===== src/rtl/cordic_pkg.sv =====
// Shared types and helpers for the CORDIC add/subtract stage.
// Holds the per-lane operation encoding, the gt/lt decode, and the signed
// max/min limits used when a result is clamped.
package cordic_pkg;

  typedef enum logic [1:0] {
    OP_PASS = 2'd0,
    OP_ADD  = 2'd1,
    OP_SUB  = 2'd2
  } op_e;

  // gt has priority over lt; neither selects pass-through.
  function automatic op_e decode_op(input logic gt, input logic lt);
    if (gt) return OP_ADD;
    if (lt) return OP_SUB;
    return OP_PASS;
  endfunction

  // Largest positive two's complement value of the given width.
  function automatic longint signed smax(input int unsigned width);
    return (64'sd1 <<< (width - 1)) - 64'sd1;
  endfunction

  // Most negative two's complement value of the given width.
  function automatic longint signed smin(input int unsigned width);
    return -(64'sd1 <<< (width - 1));
  endfunction

endpackage


===== src/rtl/cordic_addsub_pipe_if.sv =====
// Handshake and data bundle for cordic_addsub_pipe.
//   in_valid/in_ready   : input beat handshake
//   ha_mem/ha_mux       : operands A/B, lane i at [i*WIDTH +: WIDTH]
//   gt/lt               : per-lane add/subtract requests
//   out_valid/out_ready : output beat handshake
//   sum/ovf             : result and per-lane signed overflow
//   count               : number of occupied pipeline stages
// master drives the inputs of the block, slave is the block itself.
interface cordic_addsub_pipe_if #(
  parameter int unsigned WIDTH = 6,
  parameter int unsigned LANES = 1,
  parameter int unsigned DEPTH = 2
);
  localparam int unsigned DW = WIDTH * LANES;
  localparam int unsigned CW = $clog2(DEPTH + 1);

  logic             in_valid;
  logic             in_ready;
  logic [DW-1:0]    ha_mem;
  logic [DW-1:0]    ha_mux;
  logic [LANES-1:0] gt;
  logic [LANES-1:0] lt;
  logic             out_valid;
  logic             out_ready;
  logic [DW-1:0]    sum;
  logic [LANES-1:0] ovf;
  logic [CW-1:0]    count;

  modport master (
    output in_valid, ha_mem, ha_mux, gt, lt, out_ready,
    input  in_ready, out_valid, sum, ovf, count
  );

  modport slave (
    input  in_valid, ha_mem, ha_mux, gt, lt, out_ready,
    output in_ready, out_valid, sum, ovf, count
  );
endinterface


===== src/rtl/cordic_addsub_lane.sv =====
// One lane of the add/subtract stage (purely combinational).
//   a, b   : two's complement operands
//   op     : PASS / ADD / SUB
//   res_c  : result (wraps, or clamps when CORDIC_ADDSUB_SAT_EN is defined)
//   ovf_c  : signed overflow of the selected operation
// Build option: CORDIC_ADDSUB_SAT_EN clamps overflowed results toward the sign of a.
module cordic_addsub_lane
  import cordic_pkg::*;
#(
  parameter int unsigned WIDTH = 6
) (
  input  logic [WIDTH-1:0] a,
  input  logic [WIDTH-1:0] b,
  input  op_e              op,
  output logic [WIDTH-1:0] res_c,
  output logic             ovf_c
);
  localparam int unsigned MSB = WIDTH - 1;

  logic [WIDTH-1:0] add_r;
  logic [WIDTH-1:0] sub_r;

  // Operation select and signed overflow detection.
  always_comb begin
    add_r = a + b;
    sub_r = a - b;
    res_c = a;
    ovf_c = 1'b0;
    case (op)
      OP_ADD: begin
        res_c = add_r;
        ovf_c = (a[MSB] == b[MSB]) && (add_r[MSB] != a[MSB]);
      end
      OP_SUB: begin
        res_c = sub_r;
        ovf_c = (a[MSB] != b[MSB]) && (sub_r[MSB] != a[MSB]);
      end
      default: ;
    endcase
`ifdef CORDIC_ADDSUB_SAT_EN
    // An overflow always moves away from a's sign, so clamp on a's side.
    if (ovf_c) res_c = a[MSB] ? WIDTH'(smin(WIDTH)) : WIDTH'(smax(WIDTH));
`endif
  end

endmodule


===== src/rtl/cordic_addsub_pipe.sv =====
// Multi-lane add/subtract stage with a DEPTH-stage valid/ready pipeline.
//   CLK, RST_N : clock (rising edge), asynchronous active-low reset
//   bus        : cordic_addsub_pipe_if slave (operands, handshakes, sum/ovf/count)
// Arithmetic is done on the input side and registered into stage 0; later
// stages carry the beat unchanged. Each stage advances when it is empty or the
// stage below it advances, so bubbles collapse under back-pressure.
// Build option: CORDIC_ADDSUB_SAT_EN (saturating results, see cordic_addsub_lane).
module cordic_addsub_pipe
  import cordic_pkg::*;
#(
  parameter int unsigned WIDTH = 6,
  parameter int unsigned LANES = 1,
  parameter int unsigned DEPTH = 2
) (
  input logic                  CLK,
  input logic                  RST_N,
  cordic_addsub_pipe_if.slave  bus
);
  localparam int unsigned DW = WIDTH * LANES;
  localparam int unsigned CW = $clog2(DEPTH + 1);

  logic [DEPTH-1:0] v_q;
  logic [DW-1:0]    data_q [DEPTH];
  logic [LANES-1:0] ovf_q  [DEPTH];
  logic [CW-1:0]    count_q;

  logic [DEPTH:0]   rdy;
  logic [DW-1:0]    res_c;
  logic [LANES-1:0] ovf_c;
  op_e              op_c [LANES];
  logic             accept;
  logic             emit;

  // Per-lane decode and arithmetic.
  for (genvar i = 0; i < LANES; i++) begin : g_lane
    assign op_c[i] = decode_op(bus.gt[i], bus.lt[i]);

    cordic_addsub_lane #(.WIDTH(WIDTH)) u_lane (
      .a     (bus.ha_mem[i*WIDTH +: WIDTH]),
      .b     (bus.ha_mux[i*WIDTH +: WIDTH]),
      .op    (op_c[i]),
      .res_c (res_c[i*WIDTH +: WIDTH]),
      .ovf_c (ovf_c[i])
    );
  end

  // Ready chain, flattened: stage k can move if out_ready or any stage at or below k is empty.
  always_comb begin
    for (int k = 0; k <= int'(DEPTH); k++) begin
      rdy[k] = bus.out_ready;
      for (int j = k; j < int'(DEPTH); j++) begin
        if (!v_q[j]) rdy[k] = 1'b1;
      end
    end
  end

  assign accept = bus.in_valid & rdy[0];
  assign emit   = v_q[DEPTH-1] & bus.out_ready;

  // Pipeline stages and occupancy counter.
  always_ff @(posedge CLK or negedge RST_N) begin
    if (!RST_N) begin
      v_q     <= '0;
      count_q <= '0;
      for (int k = 0; k < int'(DEPTH); k++) begin
        data_q[k] <= '0;
        ovf_q[k]  <= '0;
      end
    end else begin
      if (rdy[0]) begin
        v_q[0] <= bus.in_valid;
        if (bus.in_valid) begin
          data_q[0] <= res_c;
          ovf_q[0]  <= ovf_c;
        end
      end
      for (int k = 1; k < int'(DEPTH); k++) begin
        if (rdy[k]) begin
          v_q[k] <= v_q[k-1];
          if (v_q[k-1]) begin
            data_q[k] <= data_q[k-1];
            ovf_q[k]  <= ovf_q[k-1];
          end
        end
      end
      case ({accept, emit})
        2'b10:   count_q <= count_q + CW'(1);
        2'b01:   count_q <= count_q - CW'(1);
        default: ;
      endcase
    end
  end

  assign bus.in_ready  = rdy[0];
  assign bus.out_valid = v_q[DEPTH-1];
  assign bus.sum       = data_q[DEPTH-1];
  assign bus.ovf       = ovf_q[DEPTH-1];
  assign bus.count     = count_q;

endmodule


===== src/flat_wrapper.sv =====
// flat-port wrapper written by rule: the top's interface ports become plain ports
module cordic_addsub_pipe_flat import cordic_pkg::*;
#(
  parameter int unsigned WIDTH = 6,
  parameter int unsigned LANES = 1,
  parameter int unsigned DEPTH = 2
)
  (CLK, RST_N, bus_in_valid, bus_ha_mem, bus_ha_mux, bus_gt, bus_lt, bus_out_ready, bus_in_ready, bus_out_valid, bus_sum, bus_ovf, bus_count);
  cordic_addsub_pipe_if #(.WIDTH(WIDTH), .LANES(LANES), .DEPTH(DEPTH)) bus_i ();
  input logic CLK;
  input logic RST_N;
  input wire logic [$bits(bus_i.in_valid)-1:0] bus_in_valid;
  input wire logic [$bits(bus_i.ha_mem)-1:0] bus_ha_mem;
  input wire logic [$bits(bus_i.ha_mux)-1:0] bus_ha_mux;
  input wire logic [$bits(bus_i.gt)-1:0] bus_gt;
  input wire logic [$bits(bus_i.lt)-1:0] bus_lt;
  input wire logic [$bits(bus_i.out_ready)-1:0] bus_out_ready;
  output wire logic [$bits(bus_i.in_ready)-1:0] bus_in_ready;
  output wire logic [$bits(bus_i.out_valid)-1:0] bus_out_valid;
  output wire logic [$bits(bus_i.sum)-1:0] bus_sum;
  output wire logic [$bits(bus_i.ovf)-1:0] bus_ovf;
  output wire logic [$bits(bus_i.count)-1:0] bus_count;
  assign bus_i.in_valid = bus_in_valid;
  assign bus_i.ha_mem = bus_ha_mem;
  assign bus_i.ha_mux = bus_ha_mux;
  assign bus_i.gt = bus_gt;
  assign bus_i.lt = bus_lt;
  assign bus_i.out_ready = bus_out_ready;
  assign bus_in_ready = bus_i.in_ready;
  assign bus_out_valid = bus_i.out_valid;
  assign bus_sum = bus_i.sum;
  assign bus_ovf = bus_i.ovf;
  assign bus_count = bus_i.count;
  cordic_addsub_pipe #(.WIDTH(WIDTH), .LANES(LANES), .DEPTH(DEPTH)) u_core (.CLK(CLK), .RST_N(RST_N), .bus(bus_i));
endmodule

===== config.mk =====
export PLATFORM = sky130hd
export DESIGN_NAME = cordic_addsub_pipe_flat
export DESIGN_NICKNAME = d
export VERILOG_FILES = /design/src/rtl/cordic_pkg.sv /design/src/rtl/cordic_addsub_pipe_if.sv /design/src/rtl/cordic_addsub_lane.sv /design/src/rtl/cordic_addsub_pipe.sv /design/src/flat_wrapper.sv
export SDC_FILE = /design/constraint.sdc
export NUM_CORES = 1
export LEC_CHECK = 0
export CORE_MARGIN = 3
export CORE_UTILIZATION = 50
export CTS_CLUSTER_SIZE = 30
export DETAILED_ROUTE_END_ITERATION = 6
export GPL_TIMING_DRIVEN = 0
export PLACE_DENSITY_LB_ADDON = 0.2
export SLEW_MARGIN = 10
export SYNTH_ARGS = -nofsm -noshare
export SYNTH_HDL_FRONTEND = slang
export SYNTH_SLANG_ARGS = --single-unit

===== constraint.sdc =====
create_clock -name CLK -period 2 [get_ports CLK]
set_input_delay 0.4 -clock CLK [delete_from_list [all_inputs] [get_ports CLK]]
set_output_delay 0.4 -clock CLK [all_outputs]
set_load 0.02 [all_outputs]

# [After elaboration in Yosys (flattened, before gate mapping)]
# Index checks and enable logic that the tools add are counted.
[classes] n_bitwise=2 eq_ne=8 muxes=13 n_reduce_logical=5 addsub=4
[ops] op="case mux 6 bit (2 select lines)" count=1
[ops] op="two-way mux 2 bit" count=4
[ops] op="adder 6 bit" count=1
[ops] op="two-way mux 1 bit" count=6
[ops] op="subtractor 6 bit" count=1
[ops] op="== test 2 x 1 -> 1 bit, second input constant" count=2
[ops] op="== test 2 bit, second input constant" count=2
[ops] op="case mux 2 bit (2 select lines)" count=1
[ops] op="AND reduction 2 bit" count=2
[ops] op="!= test 1 bit" count=3
[ops] op="adder 2 x 1 -> 2 bit, second input constant" count=1
[ops] op="AND 1 bit" count=2
[ops] op="logical AND 1 bit" count=2
[ops] op="case mux 1 bit (2 select lines)" count=1
[ops] op="nonzero test 2 bit" count=1
[ops] op="subtractor 2 x 1 -> 2 bit, second input constant" count=1
[ops] op="== test 1 bit" count=1
[word_totals] ff_bits=18 output_inout_bits=11 inputBits=18 word_cells=39

# [Depth between registers and ports, before layout]
[depth] word_depth=6 ltp_mapped=9 depth_no_buf=9

# [Modules after synthesis]
# From an unflattened synthesis, not the netlist that was laid out.
[unflattened] hier_cells=143 area_unflattened_um2=1471.4
[modules_own_cells] mod="cordic_addsub_pipe" n_inst=1 area_each_um2=793.3 cells_each=51 seq_area_each_um2=450.4
[modules_own_cells] mod="cordic_addsub_lane" n_inst=1 area_each_um2=678.2 cells_each=92 seq_area_each_um2=0.0

# [Worst setup path after synthesis]
# Ideal clock, no wire load.
[synth_timing] kind="flip-flop to flip-flop" start="register u_core.v_q[1]" end="register u_core.count_q[1] (netlist: u_core.bus.count[1])" required_time_ns=1.921 path_slack_ns=0.080 n_path_buf=2 arrival_ns=1.841 synth_period_minus_slack_ns=1.920 setup_ns=0.079 path_stages_with_launch=9 cell_sequence="dfrtp_1 > nand3b_1 > and2_1 > buf_2 > inv_1 > buf_2 > ha_1 > nor2_1 > xor2_1"
[synth_via] elab_chain_len=4 elab_cells_between_ends=7 classes_between="eq/ne: 2; mux: 2; bitwise: 2; reduce/logical: 1"
[synth_lines] item="start: declaration" line_no="cordic_addsub_pipe.sv:22" source="logic [DEPTH-1:0] v_q;"
[synth_lines] item="start signal: indexed assignment" line_no="cordic_addsub_pipe.sv:79" source="v_q[k] <= v_q[k-1];"
[synth_lines] item="two-way mux 1 bit (*)" line_no="cordic_addsub_pipe.sv:52" source="if (!v_q[j]) rdy[k] = 1'b1;"
[synth_lines] item="net bus_in_ready" line_no="flat_wrapper.sv:18" source="output wire logic [$bits(bus_i.in_ready)-1:0] bus_in_ready;"
[synth_lines] item="AND 1 bit (*)" line_no="cordic_addsub_pipe.sv:57" source="assign accept = bus.in_valid & rdy[0];"
[synth_lines] item="== test 2 x 1 -> 1 bit or == test 2 bit (tied branches)" line_no="cordic_addsub_pipe.sv:86" source="case ({accept, emit})"
[synth_lines] item="case mux 2 bit (2 select lines) or nonzero test 2 bit (tied branches)"
[synth_lines] item="end signal: assignment" line_no="cordic_addsub_pipe.sv:87" source="2'b10: count_q <= count_q + CW'(1);"
[synth_lines] item="end signal: assignment" line_no="cordic_addsub_pipe.sv:88" source="2'b01: count_q <= count_q - CW'(1);"
[synth_lines] item="end: declaration" line_no="cordic_addsub_pipe.sv:25" source="logic [CW-1:0] count_q;"
# The timed path passes the listed nets; every way through them passes the cells marked *.
# A chain may end at the register's enable or synchronous reset.

# [Worst setup path after layout]
[layout_timing] start="input bus_ha_mem[3]" end="register u_core.ovf_q[1] (netlist name)"
[layout_via] elab_chain_len=4 elab_cells_between_ends=7 classes_between="add/sub: 2; eq/ne: 2; mux: 1; reduce/logical: 2"
[layout_lines] item="start: declaration" line_no="flat_wrapper.sv:13" source="input wire logic [$bits(bus_i.ha_mem)-1:0] bus_ha_mem;"
[layout_lines] item="subtractor 6 bit or adder 6 bit (tied branches)" line_no="cordic_addsub_lane.sv:26, cordic_addsub_lane.sv:25"
[layout_lines] item="!= test 1 bit (on tied branches)" line_no="cordic_addsub_lane.sv:36, cordic_addsub_lane.sv:32"
[layout_lines] item="logical AND 1 bit (on tied branches)" line_no="cordic_addsub_lane.sv:36, cordic_addsub_lane.sv:32"
[layout_lines] item="case mux 1 bit (2 select lines) (*)" line_no="cordic_addsub_lane.sv:29" source="case (op)"
[layout_lines] item="end signal: indexed assignment" line_no="cordic_addsub_pipe.sv:82" source="ovf_q[k] <= ovf_q[k-1];"
[layout_lines] item="end: declaration" line_no="cordic_addsub_pipe.sv:24" source="logic [LANES-1:0] ovf_q [DEPTH];"
# Every way passes the cells marked *; elsewhere a longest branch is shown, timed or not.

==> reports/results.tsv <==
metric	value	unit
cts.sinks	18	
antenna_left	0	
grt_util_all_layers	0.181	
swShare	0.331	
cp_cell_sequence	clkdlybuf4s50_1 > ha_4 > nand3_1 > nand2_1 > or3_1 > a41o_1 > o22a_1	
dp_hpwl	2190	um
num_io_pins	29	
synth_fp_nets	173	
syn-mean-instance-area	9.36	um2
hold_viol	0	
syn_to_final_growth	29.4	%
clock.fmax	520	MHz
vias_per_cell	5.58	
die_x	57.6	um
clkSlewWorstSetupHoldPaths	90	ps
ff2ff_path_depth	9	
fin_area	1720	um2
worst_ep_required_time	2190	ps
ys_seq_area_frac	0.339	
cts_tree	yes	
p_int	0.864	mW
hold_ws	476	ps
ys_warn_count	0	
ys_seq_elements	18	
powerDensity	751	nW/um2
multi_input_area	820	um2
rsz0062_at_grt	no	
yosys_most_used_dff	dfrtp_1	
finalWorstPathRequiredPeriod	1920	ps
slew_viol_final	0	
post_drt_wl_per_cell	13.7	um
overflow	0	
synthDistinctLibCells	44	
outcome	finished clean	
antenna_found_initial	0	
start_util	0.532	
dieArea	3310	um2
finClkSkew	0.920	ps
grt_pass1_wl	4780	um
slew_headroom	0.494	
cp_data_arrival_time	2110	ps
hold_path.class	reg2reg	
seqPwrFrac	0.395	
setup_viol	0	
critPathKind	in2reg	
cts-root-buf	clkbuf_4	
net-switching-power	0.428	mW
p_leak	0.773	nW
htreeDepth	1	
clock_latency	290	ps
fp-row-count	18	
grt_max_degree	19	
p_clk_frac	0.133	
synthArstFlopShare	1.00	
grt_pass1_vias	1089	
drt_wl_total	2760	um
globalplace.congestion	0.808	
end_kind	register	
port_buffers	27	
drc	0	
dr_total_vias	1121	
fillers	211	
worstMarginPinSlew	757	ps
fp.dieH	57.6	um
drive_above_1_share	0.199	
max_stage_delay	550	ps
p_comb_frac	0.472	
ctsLongestPathBuffers	2	
numCtsBuffers	3	
crit_slowest_cell	clkdlybuf4s50_1	
drv_cap	0	
irDropWorstVdd	614	uV
place_area	1640	um2
cp_max_fo	9	
holdPathStages	1	
seq_area	450	um2
finalCritPeriodShare	0.961	
netlist_area	1330	um2
syn_inst	142	
synth_edf_count	0	
num_antenna_cells	0	
fin_nets	204	
start_kind	primary input	
core_area	2500	um2
firstDrtPassIters	4	
initialDrtViolationCount	32	
## flip-flops by register name, summed over array words and instances, names as in the netlist
name and count:
u_core.bus.sum 6, u_core.data_q 6, u_core.bus.count 2, u_core.v_q 2, u_core.bus.ovf 1, u_core.ovf_q 1
## worst max-delay path: cells and delay by family
family | cells | cell delay, ps
and+or+nand+nor | 3 | 510
adders and majority gates | 1 | 260
AOI/OAI and AO/OA | 2 | 390
buffers and inverters | 1 | 550
## placed cells by master (no fill, tap or decap), types with 3 or more instances in the layout
master           netlist  final
nor2_1                 9      9
xnor2_1                3      3
a21oi_1                6      5
nand2b_1               5      5
o21ai_0                6      5
inv_1                 11     10
buf_4                  6      7
dlymetal6s2s_1         0      3
nand2_1                9      9
ha_1                  11      6
clkbuf_4               0      3
nand3_1                3      3
clkdlybuf4s50_1        0     20
dfrtp_1               18     18
ha_4                   0      3
nor3_1                 3      3
mux2_2                 7      7
## metrics by stage
step	std cells	total power [mW]	setup WS (ps)	utilization	TNS (ps)
final	201	1.29	77.5	0.688	0
after global routing	201	1.38	10.4	0.688	0
after CTS	200	1.29	-28.8	0.673	-34.6
after detailed placement	199	1.11	-580	0.655	-2740
after global placement	199	1.09	-559	0.655	-2450
after floorplan	142	0.877	79.9	-	0
## final timing paths
| kind | from | end | slack, ps |
|---|---|---|---|
| max reg2reg | u_core.v_q[1] | u_core.bus.count[1] | 300 |
| max | bus_ha_mem[3] | u_core.ovf_q[1] | 80 |
| max in group asynchronous | RST_N | u_core.data_q[7] | 980 |
| min in group asynchronous | RST_N | u_core.v_q[1] | 550 |
| min | u_core.bus.count[1] | u_core.bus.count[1] | 480 |
| min reg2reg | u_core.bus.count[1] | u_core.bus.count[1] | 480 |
## final cells by class
class                      count  area share
tap                           30      0.0218
multi-input combinational    101       0.477
timing repair buffer          28       0.159
buffer                        10      0.0437
sequential                    18       0.262
inverter                      11      0.0240
clock buffer                   3      0.0131
## metal layers
metal  GRT usage  share of wire  up-vias  routed length [um]
li1            -              -      551                   -
met1       0.228           0.44      527                1220
met2       0.318           0.48       38                1330
met3      0.0158          0.057        5                 157
met4      0.0728          0.021        0                  59
met5           0              0        -                   0
## cell usage after synthesis, types with 2 or more instances
cell type	n	area share
a211oi_1	2	0.011
a21o_1	2	0.011
a21oi_1	6	0.023
and2_1	2	0.0094
buf_2	4	0.015
buf_4	6	0.034
clkbuf_1	2	0.0057
dfrtp_1	18	0.34
fa_1	2	0.030
ha_1	11	0.10
inv_1	11	0.031
mux2_2	7	0.059
mux2i_1	2	0.015
nand2_1	9	0.025
nand2b_1	5	0.024
nand3_1	3	0.011
nand3b_1	2	0.011
nor2_1	9	0.025
nor2b_1	2	0.0094
nor3_1	3	0.011
o21ai_0	6	0.023
o31ai_1	2	0.011
or3_1	2	0.0094
xnor2_1	3	0.020
xor2_1	2	0.013
## power groups by stage
stage	clock, mW	sequential, mW	combinational [mW]
floorplan	0	0.544	0.333
global placement	0	0.513	0.577
detailed placement	0	0.521	0.590
CTS	0.178	0.512	0.600
global route	0.197	0.525	0.662
finish	0.172	0.511	0.609
## logic make-up (layout without fill, tap and decap cells)
group                      Yosys count  after routing  share of synthesized area
and+or+nand+nor                     40             40                      0.154
AOI/OAI and AO/OA                   34             34                      0.180
buffers and inverters               23             52                     0.0857
DFF                                 18             18                      0.339
adders and majority gates           13             13                      0.134
muxes                                9              9                     0.0744
xor gates and xnor gates             5              5                     0.0330
## repair_timing
| action | 4_1_cts | 5_1_grt |
|---|---|---|
| resized for setup | 14 | 19 |
| buffers inserted | 0 | 1 |
| hold buffers | 0 | 0 |
| pin swaps | 2 | 6 |
| setup endpoints to repair | 6 | 4 |
Note: power is estimated with default switching activity, not from simulation.
